[src/rtl/display_scan_ctrl.sv]
// display_scan_ctrl
//   Time-multiplexing scan controller for a 4-digit seven-segment display.
//   It sequences the select lines of a shared 4:1 digit-data mux and drives
//   the matching active-low anodes. Each digit slot opens with a blanking
//   interval so the mux data can settle before its anode lights.
//
// Parameters
//   PRESCALE  clock cycles per digit slot (>= 2)
//   BLANK     blanked cycles at the start of each slot (0 <= BLANK < PRESCALE)
//
// Ports
//   clk         system clock, rising edge
//   rst         asynchronous active-high reset
//   en          scan enable; low blanks the display and freezes the digit index
//   digit_en    per-digit lit mask (bit d = 0 keeps digit d dark)
//   sel         mux select, drives 3 - d so the mux routes digit d's data
//   an          active-low digit anodes
//   blank       high while every anode is off
//   frame_tick  one-cycle pulse in the first cycle of slot 0
module display_scan_ctrl #(
  parameter int PRESCALE = 50000,
  parameter int BLANK    = 500
) (
  input  logic       clk,
  input  logic       rst,
  input  logic       en,
  input  logic [3:0] digit_en,
  output logic [1:0] sel,
  output logic [3:0] an,
  output logic       blank,
  output logic       frame_tick
);

  if (PRESCALE < 2 || BLANK < 0 || BLANK >= PRESCALE) begin : g_bad_params
    $error("display_scan_ctrl: need PRESCALE >= 2 and 0 <= BLANK < PRESCALE");
  end

  localparam int CW = $clog2(PRESCALE);
  localparam logic [CW-1:0] CNT_LAST = CW'(PRESCALE - 1);

  // S_IDLE: state (d, cnt=0) is held but the display is dark (after reset or
  // while en is low). The first enabled edge out of S_IDLE does not advance
  // the counter, so the held slot restarts with a full blank phase.
  typedef enum logic {
    S_IDLE,
    S_RUN
  } scan_state_e;

  scan_state_e   state_q, state_d;
  logic [1:0]    d_q, d_d;
  logic [CW-1:0] cnt_q, cnt_d;

  logic [1:0]    sel_q, sel_d;
  logic [3:0]    an_q, an_d;
  logic          blank_q, blank_d;
  logic          frame_tick_q, frame_tick_d;

  logic          in_show;
  logic          lit;

  always_ff @(posedge clk or posedge rst) begin
    if (rst) begin
      state_q      <= S_IDLE;
      d_q          <= '0;
      cnt_q        <= '0;
      sel_q        <= '1;
      an_q         <= '1;
      blank_q      <= 1'b1;
      frame_tick_q <= 1'b0;
    end else begin
      state_q      <= state_d;
      d_q          <= d_d;
      cnt_q        <= cnt_d;
      sel_q        <= sel_d;
      an_q         <= an_d;
      blank_q      <= blank_d;
      frame_tick_q <= frame_tick_d;
    end
  end

  always_comb begin
    state_d = state_q;
    d_d     = d_q;
    cnt_d   = cnt_q;
    if (!en) begin
      state_d = S_IDLE;
      cnt_d   = '0;
    end else if (state_q == S_IDLE) begin
      state_d = S_RUN;
      cnt_d   = '0;
    end else if (cnt_q == CNT_LAST) begin
      cnt_d = '0;
      d_d   = d_q + 2'd1;
    end else begin
      cnt_d = cnt_q + 1'b1;
    end
  end

  // Phase decode of the next counter value; with no blank interval every
  // count is in the show phase (kept out of a compare against zero).
  if (BLANK == 0) begin : g_no_blank
    assign in_show = 1'b1;
  end else begin : g_blank
    assign in_show = (cnt_d >= CW'(BLANK));
  end

  // Outputs are decoded from the next state and registered, so each output
  // matches the (d, cnt) held in the same cycle.
  always_comb begin
    lit          = en && in_show && digit_en[d_d];
    an_d         = lit ? ~(4'b0001 << d_d) : 4'b1111;
    blank_d      = ~lit;
    frame_tick_d = en && (d_d == 2'd0) && (cnt_d == '0);
    sel_d        = ~d_d;
  end

  assign sel        = sel_q;
  assign an         = an_q;
  assign blank      = blank_q;
  assign frame_tick = frame_tick_q;

endmodule
[config.mk]
export PLATFORM = sky130hd
export DESIGN_NAME = display_scan_ctrl
export DESIGN_NICKNAME = d
export VERILOG_FILES = /design/src/rtl/display_scan_ctrl.sv
export SDC_FILE = /design/constraint.sdc
export NUM_CORES = 1
export LEC_CHECK = 0
export BUFFER_PORTS_ARGS = -buffer_cell sky130_fd_sc_hd__buf_4
export CAP_MARGIN = 30
export CORE_MARGIN = 1.5
export CORE_UTILIZATION = 60
export CTS_BUF_LIST = sky130_fd_sc_hd__clkbuf_4
export CTS_CLUSTER_DIAMETER = 80
export DETAILED_ROUTE_END_ITERATION = 6
export GPL_TIMING_DRIVEN = 1
export PLACE_DENSITY = 0.88
export SETUP_SLACK_MARGIN = 0.1
export SLEW_MARGIN = 40
export SYNTH_ARGS = -nofsm -noshare
export SYNTH_HDL_FRONTEND = slang
export SYNTH_SLANG_ARGS = --single-unit
[constraint.sdc]
create_clock -name clk -period 3.2 [get_ports clk]
set_input_delay 0 -clock clk [delete_from_list [all_inputs] [get_ports clk]]
set_output_delay 0 -clock clk [all_outputs]
set_load 0.1 [all_outputs]
### Yosys cells after proc, flatten, opt, wreduce, memory -nomap -nowiden

Cells that the tools add are included.

| storage, ports and cells | value |
|---|---|
| logic and storage cells | 32 |
| bits in registers | 27 |

| operators by class | value |
|---|---|
| bitwise gates (word level) | 3 |
| muxes and demuxes | 10 |
| reduce and logical (&&, ||, !) cells | 6 |
| order comparisons | 2 |
| equal/unequal tests | 1 |
| add/sub/neg operators | 2 |
| shift operators | 1 |

Operator list:

| operator | number |
|---|---|
| 16-bit 2-to-1 mux | 3 |
| 16-bit by 1-bit adder with 16-bit output (second input constant) | 1 |
| 16-bit == test (second input constant) | 1 |
| 16-bit by 9-bit greater-or-equal comparator with 1-bit output (second input constant) | 1 |
| 16-bit zero test | 1 |
| 2-bit 2-to-1 mux | 3 |
| 1-bit logical AND | 4 |
| 4-bit 2-to-1 mux | 1 |
| 4-bit inverter | 1 |
| 1-bit by 2-bit left shift with 4-bit output (first input constant) | 1 |
| 2-bit by 3-bit < comparator with 1-bit output (second input constant) | 1 |
| 2-bit by 1-bit adder with 2-bit output (second input constant) | 1 |
| 1-bit binary-select mux with 2-bit select | 1 |
| 2-bit zero test | 1 |
| 1-bit 2-to-1 mux | 2 |
| 2-bit inverter | 1 |
| 1-bit inverter | 1 |

### Depth between registers and ports, before layout

| logic depth | value |
|---|---|
| word-level depth | 8 |
| gate-level depth with buffers | 8 |
| depth with buffers taken out | 7 |

### Least setup slack after synthesis

No wires, ideal clock.

| timing path | value |
|---|---|
| kind | flip-flop to flip-flop |
| from | register cnt_q[0] |
| to | register frame_tick_q, in the netlist frame_tick |
| period minus slack after synthesis | 2.347 ns |
| slack | 0.853 ns |
| data arrival time | 2.264 ns |
| stages on the path, launching flop included | 9 |
| buffers on the path | 1 |
| required time | 3.118 ns |
| path through | dfrtp_1 -> ha_1 -> buf_1 -> nand4_1 -> or4_4 -> nor2_8 -> mux2i_1 -> or4_1 -> o22ai_1 |

| between the ends | value |
|---|---|
| word-level cells in the longest chain between the ends | 7 |
| elaborated cells on any way between the ends | 12 |
| classes of those cells | add/sub (1); eq/ne (1); mux (6); reduce/logical (4) |

Ends and longest elaborated chain:

| element | line | text |
|---|---|---|
| from (decl) | 51 | `logic [CW-1:0] cnt_q, cnt_d;` |
| from (signal assigned) | 73 | `cnt_q <= cnt_d;` |
| parallel branches: the longest is 6 deep, another holds 16-bit by 1-bit adder with 16-bit output | - |  |
| 1-bit logical AND (*) | 113 | `frame_tick_d = en && (d_d == 2'd0) && (cnt_d == '0);` |
| via frame_tick_d | 56 | `logic frame_tick_q, frame_tick_d;` |
| to (signal assigned) | 77 | `frame_tick_q <= frame_tick_d;` |
| to (decl) | 56 |  |

Mark *: on every way through the listed nets, which the timed path passes.

### Worst setup path after layout

| timing path | value |
|---|---|
| from | register cnt_q[4] |
| to | register an_q[0], in the netlist an[0] |

| between the ends | value |
|---|---|
| word-level cells in the longest chain between the ends | 8 |
| elaborated cells on any way between the ends | 16 |
| classes of those cells | add/sub (1); order compare (1); eq/ne (1); shift (1); mux (9); bitwise (1); reduce/logical (2) |

Ends and longest elaborated chain:

| element | line | text |
|---|---|---|
| 16-bit by 1-bit adder with 16-bit output or 16-bit == test (tied branches) | 95, 91 |  |
| 16-bit 2-to-1 mux or 2-bit 2-to-1 mux (tied branches) | 91 | `end else if (cnt_q == CNT_LAST) begin` |
| 16-bit 2-to-1 mux or 2-bit 2-to-1 mux (tied branches) | 88 | `end else if (state_q == S_IDLE) begin` |
| 16-bit 2-to-1 mux or 2-bit 2-to-1 mux (tied branches) | 85 | `if (!en) begin` |
| 16-bit by 9-bit greater-or-equal comparator with 1-bit output or 1-bit binary-select mux with 2-bit select (tied branches) | 104, 110 |  |
| 1-bit logical AND or 1-bit 2-to-1 mux (tied branches) | 110 | `lit = en && in_show && digit_en[d_d];` |
| 1-bit logical AND | 110 |  |
| 4-bit 2-to-1 mux (*) | 111 | `an_d = lit ? ~(4'b0001 << d_d) : 4'b1111;` |
| via an_d[0] | 54 | `logic [3:0] an_q, an_d;` |
| to (signal assigned) | 75 | `an_q <= an_d;` |
| to (decl) | 54 |  |

Mark *: on every way through the listed nets, which the timed path passes. The rest lies on a longest branch. The select of a mux whose other input is x is not followed.

==> impl_metrics.tcl <==
set metrics [dict create \
    ys_warn_count 0 \
    gr-total-overflow 0 \
    async_flop_share 1.00 \
    setup_viol 0 \
    routed.top_layer "met4" \
    drive_gt1_frac 0.160 \
    status "finished, final reports clean" \
    diodes 0 \
    hpwlAfterDp_mm 2.32 \
    place_ws_ns 0.712 \
    hold-worst-slack_ns 0.0123 \
    synth-edff-count 0 \
    firstDrtPassIters 4 \
    cts-buffers-inserted 3 \
    port_buffers 14 \
    leakage_nw 0.720 \
    io_pins 15 \
    coreArea_um2 2450 \
    rsz0062_at_grt "no" \
    grt_first_pass_wirelength_mm 5.52 \
    max_cap_violations 0 \
    max_slew.worst_pin.slew_ns 0.563 \
    placed_cell_area_um2 1670 \
    clock_sinks 27 \
    startpoint_type "flip-flop" \
    cts_tree "yes" \
    via_per_inst 6.01 \
    wl_met2_mm 1.64 \
    critPathTopFamily "simple AND/OR/NAND/NOR gates" \
    slew_headroom 0.621 \
    grt_pass1_vias 1169 \
    yosys.cell_types.count 39 \
    groute.usage.overall 0.267 \
    worstSetupStartpoint "cnt_q[4]" \
    crit_slowest_cell "dfrtp_1" \
    crit_buf_inv 0 \
    cp_common_cell "nand4_1" \
    final_common_cell "nor2_1" \
    r2r-start "cnt_q[4]" \
    die_area_um2 2900 \
    area_growth_syn_to_layout_pct 12.2 \
    worstPathArrival_ns 2.80 \
    num_rows 18 \
    drtIter0Drc 38 \
    hold_start "digit_en[2]" \
    routabilityCongestion 0.957 \
    cpPeakStageDelay_ns 0.56 \
    antenna_found_initial 0 \
    routedLengthMet1_mm 1.43 \
    insertion_delay_ns 0.33 \
    root_buffer "clkbuf_4" \
    grt_max_degree 28 \
    ir_drop_v 0.000279 \
    via_count 1304 \
    synth_cells 171 \
    synthesis.area_um2 1550 \
    dieHeight_um 53.9 \
    wl_mm 3.25 \
    max-clock-path-buffers 2 \
    htreeDepth 1 \
    cp_max_fo 11 \
    worstPathRequired_ns 3.48 \
    drv_slew 0 \
    cp-end-kind "flip-flop" \
    worstPathCellList "and4_1 -> nand4_1 -> or4_1 -> a211oi_1 -> o211ai_1 -> nand4_1" \
    power_density_nw_per_um2 310 \
    fin_skew_ns 0.0145 \
    worstHoldPathType "in2reg" \
    synth_nets 179 \
    synth_ff_type "dfrtp_1" \
    initial_core_util 0.633 \
    setup_slack_ns 0.677 \
    seq_area_frac_synth 0.441 \
    met3_length_um 132 \
    clk_pin_slew_ns 0.15 \
    wl_per_cell_um 15.0 \
    setup_tns_ns 0 \
    drcViolationCount 0 \
    die_x_um 53.9 \
    final_net_count 196 \
    mostFrequentLayoutCells "nor2_1, dfrtp_1, buf_4" \
    hold_viol 0 \
    min_period_ns 2.52 \
    finalCritPeriodShare 0.788 \
    criticalPathCategory "reg2reg" \
    final_area_um2 1740 \
    ys_ff_latch 27 \
    drtAntennaViolNets 0 \
    fmax_ghz 0.396 \
    avgSynthCellArea_um2 9.08 \
]
==> state kept, by name, indices dropped and copies added, names as in the netlist <==
name and flops:
cnt_q 16, an 4, d_q 2, sel 2, blank 1, frame_tick 1
state_q 1
==> kinds of logic (layout without fill, tap and decap cells) <==
group / count (synthesis) / in the layout / share of synthesized area
AO/OA/AOI/OAI: 19 / 19 / 0.0765
XOR/XNOR: 18 / 18 / 0.102
adder cells (fa/ha/maj): 1 / 1 / 0.00806
buffers and inverters: 18 / 34 / 0.0483
flip-flops: 27 / 27 / 0.441
multiplexers: 5 / 5 / 0.0330
AND/OR/NAND/NOR: 83 / 83 / 0.292
==> where the power goes <==
group | switching, mW | total (mW) | internal [mW]
clock network | 0.102 | 0.149 | 0.0469
registers | 0.00255 | 0.347 | 0.345
logic | 0.0283 | 0.0433 | 0.0149
total | 0.133 | 0.540 | 0.406
==> metrics by stage <==
step / cells / total power, mW / util
floorplan: 171 / 0.376 / -
global placement: 208 / 0.389 / 0.678
detailed placement: 208 / 0.391 / 0.678
CTS: 217 / 0.542 / 0.710
global route: 217 / 0.564 / 0.710
finish: 217 / 0.540 / 0.710
==> timing repair <==
item | 4_1_cts | 5_1_grt
setup buffers | 0 | 0
hold buffers | 5 | 0
resized for setup | 0 | 0
setup endpoints to repair | 0 | 0
hold endpoints to repair | 24 | 0
==> worst paths after layout <==
kind,endpoint,slack [ns],cells after the start
min,blank,0.01,4
max in group asynchronous,cnt_q[2],2.55,3
min reg2reg,cnt_q[0],0.56,1
min in group asynchronous,cnt_q[5],0.27,3
max reg2reg,an[0],0.68,6
max,an[0],0.68,6
==> area by class of cell <==
| class | instances | area (µm²) |
|---|---|---|
| Clock buffer | 3 | 22.5 |
| Multi-Input combinational cell | 126 | 793 |
| Inverter | 10 | 37.5 |
| Tap cell | 30 | 37.5 |
| Sequential cell | 27 | 684 |
| Fill cell | 199 | 712 |
| Clock inverter | 1 | 5.00 |
| Timing Repair Buffer | 20 | 163 |
==> cells in the mapped netlist, types with 4 or more instances <==
library cell	count	area (µm²)
nor2_1	22	82.6
dfrtp_1	20	500
nand2_1	12	45.0
nand3_1	12	60.1
xnor2_1	11	96.3
inv_1	10	37.5
dfstp_2	7	184
nand4_1	7	43.8
xor2_1	7	61.3
clkbuf_1	6	22.5
nor3_1	5	25.0
o21ai_0	5	25.0
a21oi_1	4	20.0
mux2i_1	4	40.0
or3_1	4	25.0
==> per-layer routing <==
metal  vias up  global-route usage
met3         4              0.0333
met5         -                   0
li1        626                   -
met4         0              0.0897
met1       635               0.374
met2        39               0.427
==> worst reg2reg max path, stage by stage (launching register included) <==
cell,delay [ns]
dfrtp_1,0.56
and4_1,0.33
nand4_1,0.28
or4_1,0.56
a211oi_1,0.32
o211ai_1,0.25
nand4_1,0.17
(Power assumes the default switching activity.)
